**src/rtl/flag_branch_unit_if.sv**
```systemverilog
// ---------------------------------------------------------------------------
// flag_branch_unit_if
//   Bundle of the EX-side flag inputs, the ID-side branch request and the
//   unit's results, shared between the pipeline (master) and
//   flag_branch_unit (slave).
//
//   Handshake: ex_valid qualifies every ex_* / alu_* field and id_valid
//   qualifies id_is_branch / id_ccc in the same cycle. hazard_stall is the
//   unit's not-ready for ID: while it is high the ID branch must be held
//   unchanged and is neither resolved nor counted. The branch is consumed on
//   a rising edge where id_valid & id_is_branch & ~hazard_stall.
//
//   master : ex_valid, ex_stall, ex_flush, ex_opcode[3:0], alu_result[15:0],
//            alu_pos_ovfl, alu_neg_ovfl, id_valid, id_is_branch, id_ccc[2:0]
//   slave  : flag_z, flag_v, flag_n, branch_taken, hazard_stall,
//            br_count[CNT_W-1:0], br_taken_count[CNT_W-1:0]
// ---------------------------------------------------------------------------
interface flag_branch_unit_if #(
  parameter int CNT_W = 16
);
  logic             ex_valid;
  logic             ex_stall;
  logic             ex_flush;
  logic [3:0]       ex_opcode;
  logic [15:0]      alu_result;
  logic             alu_pos_ovfl;
  logic             alu_neg_ovfl;
  logic             id_valid;
  logic             id_is_branch;
  logic [2:0]       id_ccc;
  logic             flag_z;
  logic             flag_v;
  logic             flag_n;
  logic             branch_taken;
  logic             hazard_stall;
  logic [CNT_W-1:0] br_count;
  logic [CNT_W-1:0] br_taken_count;

  modport master (
    output ex_valid, ex_stall, ex_flush, ex_opcode, alu_result,
           alu_pos_ovfl, alu_neg_ovfl, id_valid, id_is_branch, id_ccc,
    input  flag_z, flag_v, flag_n, branch_taken, hazard_stall,
           br_count, br_taken_count
  );

  modport slave (
    input  ex_valid, ex_stall, ex_flush, ex_opcode, alu_result,
           alu_pos_ovfl, alu_neg_ovfl, id_valid, id_is_branch, id_ccc,
    output flag_z, flag_v, flag_n, branch_taken, hazard_stall,
           br_count, br_taken_count
  );
endinterface

```
**src/rtl/flag_branch_unit.sv**
```systemverilog
// ---------------------------------------------------------------------------
// flag_branch_unit
//   Sits after the ALU in the five-stage pipeline. Commits the Z/V/N flags of
//   the EX instruction into the architectural flag register, resolves B/BR
//   conditions in ID against those flags, detects the EX->ID flag RAW hazard
//   and keeps saturating branch statistics counters.
//
//   Ports
//     clk  : rising-edge clock
//     rst  : asynchronous active-high reset (flags and counters to 0)
//     bus  : flag_branch_unit_if.slave (EX/ALU inputs, ID branch request,
//            flags, branch_taken, hazard_stall, counters)
//
//   Build option
//     FLAG_BYPASS_EN : when defined, the EX next-flag values are forwarded
//                      into branch resolution and hazard_stall is tied 0.
//                      When undefined, an ID branch waits one cycle behind a
//                      flag-setting EX instruction.
// ---------------------------------------------------------------------------
module flag_branch_unit #(
  parameter int CNT_W = 16
) (
  input logic              clk,
  input logic              rst,
  flag_branch_unit_if.slave bus
);

  // Flag register and counters
  logic             z_q, z_d;
  logic             v_q, v_d;
  logic             n_q, n_d;
  logic [CNT_W-1:0] cnt_q, cnt_d;
  logic [CNT_W-1:0] tcnt_q, tcnt_d;

  // EX decode
  logic cls_zvn;     // ADD / SUB : Z, V, N
  logic cls_z;       // XOR / SLL / SRA / ROR : Z only
  logic commit;
  logic fs_ex;
  logic nxt_z, nxt_v, nxt_n;

  // ID resolution
  logic br_req;
  logic eff_z, eff_v, eff_n;
  logic cond_ok;
  logic stall;
  logic taken;
  logic br_adv;

  function automatic logic cond_eval(input logic [2:0] ccc,
                                     input logic z, input logic v,
                                     input logic n);
    logic r;
    r = 1'b0;
    case (ccc)
      3'b000:  r = ~z;                 // NE
      3'b001:  r = z;                  // EQ
      3'b010:  r = ~z & ~n;            // GT
      3'b011:  r = n;                  // LT
      3'b100:  r = z | (~z & ~n);      // GE
      3'b101:  r = n | z;              // LE
      3'b110:  r = v;                  // OV
      default: r = 1'b1;               // UN
    endcase
    return r;
  endfunction

  always_comb begin
    cls_zvn = (bus.ex_opcode == 4'h0) || (bus.ex_opcode == 4'h1);
    cls_z   = (bus.ex_opcode == 4'h2) || (bus.ex_opcode == 4'h4) ||
              (bus.ex_opcode == 4'h5) || (bus.ex_opcode == 4'h6);
    commit  = bus.ex_valid & ~bus.ex_stall & ~bus.ex_flush;
    // A stalled EX instruction still owns the flags it is about to write,
    // so fs_ex deliberately ignores ex_stall.
    fs_ex   = bus.ex_valid & ~bus.ex_flush & (cls_zvn | cls_z);
    nxt_z   = (bus.alu_result == 16'h0000);
    nxt_v   = bus.alu_pos_ovfl | bus.alu_neg_ovfl;
    nxt_n   = bus.alu_result[15];
  end

  always_comb begin
    z_d = z_q;
    v_d = v_q;
    n_d = n_q;
    if (commit && (cls_zvn || cls_z)) z_d = nxt_z;
    if (commit && cls_zvn) begin
      v_d = nxt_v;
      n_d = nxt_n;
    end
  end

  always_comb begin
    br_req = bus.id_valid & bus.id_is_branch;
`ifdef FLAG_BYPASS_EN
    // Forward only the flags the EX instruction actually writes.
    eff_z  = fs_ex ? nxt_z : z_q;
    eff_v  = (fs_ex && cls_zvn) ? nxt_v : v_q;
    eff_n  = (fs_ex && cls_zvn) ? nxt_n : n_q;
    stall  = 1'b0;
`else
    eff_z  = z_q;
    eff_v  = v_q;
    eff_n  = n_q;
    // UN does not read flags, so it never waits.
    stall  = br_req & fs_ex & (bus.id_ccc != 3'b111);
`endif
    cond_ok = cond_eval(bus.id_ccc, eff_z, eff_v, eff_n);
    taken   = br_req & ~stall & cond_ok;
    br_adv  = br_req & ~stall;
  end

  // Saturating counters: hold at all-ones instead of wrapping.
  always_comb begin
    cnt_d  = cnt_q;
    tcnt_d = tcnt_q;
    if (br_adv) begin
      if (cnt_q != {CNT_W{1'b1}}) cnt_d = cnt_q + CNT_W'(1);
      if (taken && (tcnt_q != {CNT_W{1'b1}})) tcnt_d = tcnt_q + CNT_W'(1);
    end
  end

  always_ff @(posedge clk or posedge rst) begin
    if (rst) begin
      z_q    <= 1'b0;
      v_q    <= 1'b0;
      n_q    <= 1'b0;
      cnt_q  <= '0;
      tcnt_q <= '0;
    end else begin
      z_q    <= z_d;
      v_q    <= v_d;
      n_q    <= n_d;
      cnt_q  <= cnt_d;
      tcnt_q <= tcnt_d;
    end
  end

  assign bus.flag_z         = z_q;
  assign bus.flag_v         = v_q;
  assign bus.flag_n         = n_q;
  assign bus.branch_taken   = taken;
  assign bus.hazard_stall   = stall;
  assign bus.br_count       = cnt_q;
  assign bus.br_taken_count = tcnt_q;

endmodule
```
**src/flat_wrapper.sv**
```systemverilog
// flat-port wrapper written by rule: the top's interface ports become plain ports
module flag_branch_unit_flat 
#(
  parameter int CNT_W = 16
)
  (clk, rst, bus_ex_valid, bus_ex_stall, bus_ex_flush, bus_ex_opcode, bus_alu_result, bus_alu_pos_ovfl, bus_alu_neg_ovfl, bus_id_valid, bus_id_is_branch, bus_id_ccc, bus_flag_z, bus_flag_v, bus_flag_n, bus_branch_taken, bus_hazard_stall, bus_br_count, bus_br_taken_count);
  flag_branch_unit_if #(.CNT_W(CNT_W)) bus_i ();
  input logic clk;
  input logic rst;
  input wire logic [$bits(bus_i.ex_valid)-1:0] bus_ex_valid;
  input wire logic [$bits(bus_i.ex_stall)-1:0] bus_ex_stall;
  input wire logic [$bits(bus_i.ex_flush)-1:0] bus_ex_flush;
  input wire logic [$bits(bus_i.ex_opcode)-1:0] bus_ex_opcode;
  input wire logic [$bits(bus_i.alu_result)-1:0] bus_alu_result;
  input wire logic [$bits(bus_i.alu_pos_ovfl)-1:0] bus_alu_pos_ovfl;
  input wire logic [$bits(bus_i.alu_neg_ovfl)-1:0] bus_alu_neg_ovfl;
  input wire logic [$bits(bus_i.id_valid)-1:0] bus_id_valid;
  input wire logic [$bits(bus_i.id_is_branch)-1:0] bus_id_is_branch;
  input wire logic [$bits(bus_i.id_ccc)-1:0] bus_id_ccc;
  output wire logic [$bits(bus_i.flag_z)-1:0] bus_flag_z;
  output wire logic [$bits(bus_i.flag_v)-1:0] bus_flag_v;
  output wire logic [$bits(bus_i.flag_n)-1:0] bus_flag_n;
  output wire logic [$bits(bus_i.branch_taken)-1:0] bus_branch_taken;
  output wire logic [$bits(bus_i.hazard_stall)-1:0] bus_hazard_stall;
  output wire logic [$bits(bus_i.br_count)-1:0] bus_br_count;
  output wire logic [$bits(bus_i.br_taken_count)-1:0] bus_br_taken_count;
  assign bus_i.ex_valid = bus_ex_valid;
  assign bus_i.ex_stall = bus_ex_stall;
  assign bus_i.ex_flush = bus_ex_flush;
  assign bus_i.ex_opcode = bus_ex_opcode;
  assign bus_i.alu_result = bus_alu_result;
  assign bus_i.alu_pos_ovfl = bus_alu_pos_ovfl;
  assign bus_i.alu_neg_ovfl = bus_alu_neg_ovfl;
  assign bus_i.id_valid = bus_id_valid;
  assign bus_i.id_is_branch = bus_id_is_branch;
  assign bus_i.id_ccc = bus_id_ccc;
  assign bus_flag_z = bus_i.flag_z;
  assign bus_flag_v = bus_i.flag_v;
  assign bus_flag_n = bus_i.flag_n;
  assign bus_branch_taken = bus_i.branch_taken;
  assign bus_hazard_stall = bus_i.hazard_stall;
  assign bus_br_count = bus_i.br_count;
  assign bus_br_taken_count = bus_i.br_taken_count;
  flag_branch_unit #(.CNT_W(CNT_W)) u_core (.clk(clk), .rst(rst), .bus(bus_i));
endmodule
```
**config.mk**
```make
export PLATFORM = sky130hd
export DESIGN_NAME = flag_branch_unit_flat
export DESIGN_NICKNAME = d
export VERILOG_FILES = /design/src/rtl/flag_branch_unit_if.sv /design/src/rtl/flag_branch_unit.sv /design/src/flat_wrapper.sv
export SDC_FILE = /design/constraint.sdc
export NUM_CORES = 1
export LEC_CHECK = 0
export ABC_CLOCK_PERIOD_IN_PS = 3050
export BUFFER_PORTS_ARGS = -buffer_cell sky130_fd_sc_hd__buf_2
export CORE_ASPECT_RATIO = 0.5
export CORE_MARGIN = 8
export CORE_UTILIZATION = 40
export CTS_CLUSTER_SIZE = 10
export DETAILED_ROUTE_END_ITERATION = 16
export HOLD_SLACK_MARGIN = 0.1
export PLACE_DENSITY = 0.68
export SETUP_SLACK_MARGIN = 0.1
export SYNTH_ARGS = -nofsm -noshare
export SYNTH_HDL_FRONTEND = slang
export SYNTH_SLANG_ARGS = --single-unit
```
**constraint.sdc**
```tcl
create_clock -name clk -period 3.05 [get_ports clk]
set_clock_uncertainty 0.15 [all_clocks]
set_input_delay 0.305 -clock clk [delete_from_list [all_inputs] [get_ports clk]]
set_output_delay 0.305 -clock clk [all_outputs]
set_load 0.05 [all_outputs]
```
==> flow_summary.toml <==
[clock_tree]
cts_max_path_buffers = 2
tritoncts = "built"
htreeDepth = 2
clk-insertion-delay-late_ps = 280
cts_sinks = 35
cts-buffers-inserted = 5
clk_pin_slew_ps = 70
post_cts_buffers = 0
cts_root_buffer = "clkbuf_8"
cts_resized = 0

[sta]
relSlewSlack_pct = 71.1
maxSlewViolCount = 0
setup_viol = 0
fin_crit_sh_pct = 80.4
hold_viol = 0
max_freq_ghz = 0.408
min_period_ps = 2450
tns_ps = 0
worst_pin_slew_ps = 434
whs_ps = 133
rsz0062_at_grt = "false"

[worst_setup_path]
crit_arrival_ps = 2000
start_kind = "register"
crit_buf_inv = 2
crit_slowest_cell = "dfrtp_1"
end_kind = "output pin"
crit_type = "register to output pin"
cpLargestDelayFamily = "buffers and inverters"
crit_chain = "nor2b_1 > o21ai_0 > o311ai_0 > a21o_1 > inv_1 > buf_2"
required_ps = 2590
worst_path_largest_cell_delay_ps = 410
crit_fanout = 13

[place]
port_buffers = 68
dp.final_hpwl_um = 3350
gp_congestion = 0.786

[detailed_routing]
routed_wl_um = 4360
drt_iter0_drc = 41
vias = 1566
drcViolationCount = 0
dr.pass1.iters = 4
vias_per_cell = 5.08
wire_per_inst_um = 14.1
ant_nets = 0

[floorplan]
num_rows = 17
design.die.area_um2 = 6960
start_util_pct = 40.9
pin_count = 69
core_um2 = 4340
die-height_um = 63.1
die_w_um = 110

[logic_synthesis]
ys.flop_type = "dfrtp_1"
yosysUniqueCellTypes = 32
synth_area_leader_cell = "dfrtp_1"
synth_top_area_share_pct = 49.3
synth_edf_count = 0
syn-mean-instance-area_um2 = 10.2
syn-num-nets = 209
ys_seq_elements = 35
yosysSeqAreaShare_pct = 49.3
async_flop_share_pct = 100
synthCells = 175
yosys-top-cells-area = "dfrtp_1 (49%), xnor2_1 (11%), nand4_1 (4.6%)"
netlist_area_um2 = 1780
yosysWarnings = 0

[cells_and_area]
fillers = 391
multi_input_area_um2 = 870
utilization_pct = 52.9
drive_above_1_share_pct = 34.3
seqCellArea_um2 = 876
syn_to_final_growth_pct = 29.2
diodes = 0
nNetsFinal = 285

[pwr]
sw_frac_of_total_pct = 41.6
p_sw_w = 0.000615
power.density_cell_area_nw_per_um2 = 644
p_clk_share_pct = 22.6
p_seq_share_pct = 42.6
intPower_w = 0.000863
power.total_w = 0.00148
vdd_drop_max_v = 0.000372
p_leak_nw = 1.18
p_comb_share_pct = 34.8

[grt]
grt_overflow = 0
grt_max_degree = 36
grt_usage_pct = 12.4
grt_first_pass_wirelength_um = 7050
grt_pass1_vias = 1557
antenna_found_initial = 0

[status]
outcome = "finished, final reports clean"

[worst_hold_path]
hp-class = "input pin to register"

[job]
maxCapViolations = 0
[per-layer routing]
metal | up-vias | GRT usage, % | part of all wire, %
li1 | 775 | - | -
met1 | 738 | 13.6 | 41
met2 | 46 | 21.4 | 48
met3 | 7 | 3.96 | 10
met4 | 0 | 5.60 | 1.7
met5 | - | 0 | 0
[area by class of cell]
type	count	share of cell area, %
flip-flops and latches	35	38.2
multi-input cells	132	37.9
repair buffers	71	16.0
clock buffers	6	3.60
well taps	57	3.11
inverters	6	0.981
clock inverters	1	0.218
[layout by cell type, fill, tap and decap left out, types with 2 or more instances in the layout]
cell and count:
xor2_1 6, nand4_1 13, nor2_1 8, and4_1 3
nor3b_1 2, and3_1 8, clkbuf_8 6, dlygate4sd3_1 2
o21ai_0 3, nor3_1 4, nor2b_1 2, buf_2 68
nor4_1 6, nand2_1 20, a21oi_1 3, mux2_2 3
nand3_1 15, ha_1 2, xnor2_1 22, inv_1 6
dfrtp_1 35
[power by group through the flow]
| stage | Sequential, W | Combinational, W | Clock, W |
|---|---|---|---|
| after floorplan | 0.000877 | 0.000135 | 0 |
| after CTS | 0.000628 | 0.000523 | 0.000349 |
| after detailed placement | 0.000635 | 0.000519 | 0 |
| after global placement | 0.000633 | 0.000515 | 0 |
| after global routing | 0.000642 | 0.000548 | 0.000366 |
| final | 0.000629 | 0.000515 | 0.000334 |
[synth_stat cells (all sizes together) (3+ instances only)]
cell	number
a21oi	3
and3	8
and4	3
dfrtp	35
inv	6
mux2	4
nand2	20
nand3	15
nand4	14
nor2	10
nor3	5
nor4	6
o21ai	3
xnor2	22
xor2	6
[path summary, 6_finish.rpt]
path | startpoint | to | slack, ps | cells past startpoint
worst min-delay path | bus_alu_result[15] | u_core.bus.flag_n | 130 | 2
worst min register to register | u_core.bus.br_taken_count[13] | u_core.bus.br_taken_count[13] | 360 | 1
max in group asynchronous | rst | u_core.bus.br_taken_count[15] | 1930 | 4
min in group asynchronous | rst | u_core.bus.br_count[7] | 510 | 4
worst max-delay path | u_core.bus.flag_n | bus_branch_taken | 600 | 6
worst max register to register | u_core.bus.br_taken_count[0] | u_core.bus.br_taken_count[1] | 940 | 6
[timing repair]
| action | CTS | global route |
|---|---|---|
| hold buffers | 2 | 0 |
| hold endpoints to repair | 36 | 0 |
| setup endpoints to repair | 0 | 0 |
[sequential cells by signal (all words and copies together), names as in the netlist]
name and flops:
u_core.bus.flag_n 1, u_core.bus.flag_v 1, u_core.bus.br_taken_count 16, u_core.bus.flag_z 1, u_core.bus.br_count 16
[kinds of logic after synthesis]
| logic type | count (synthesis) | share of synthesized area [%] |
|---|---|---|
| simple gates | 87 | 27.0 |
| flops | 35 | 49.3 |
| xor+xnor | 28 | 13.8 |
| compound gates | 11 | 3.94 |
| buf+inv | 8 | 1.76 |
| mux | 4 | 2.75 |
| fa+ha+maj | 2 | 1.41 |
[per-stage QoR]
step	area (um2)	worst slack, ps	cells
after floorplan	1780	723	175
after global placement	2190	895	299
after detailed placement	2190	849	299
after CTS	2290	597	308
after global routing	2290	429	308
final	2290	598	308
Note: power is estimated with default switching activity, not from simulation.
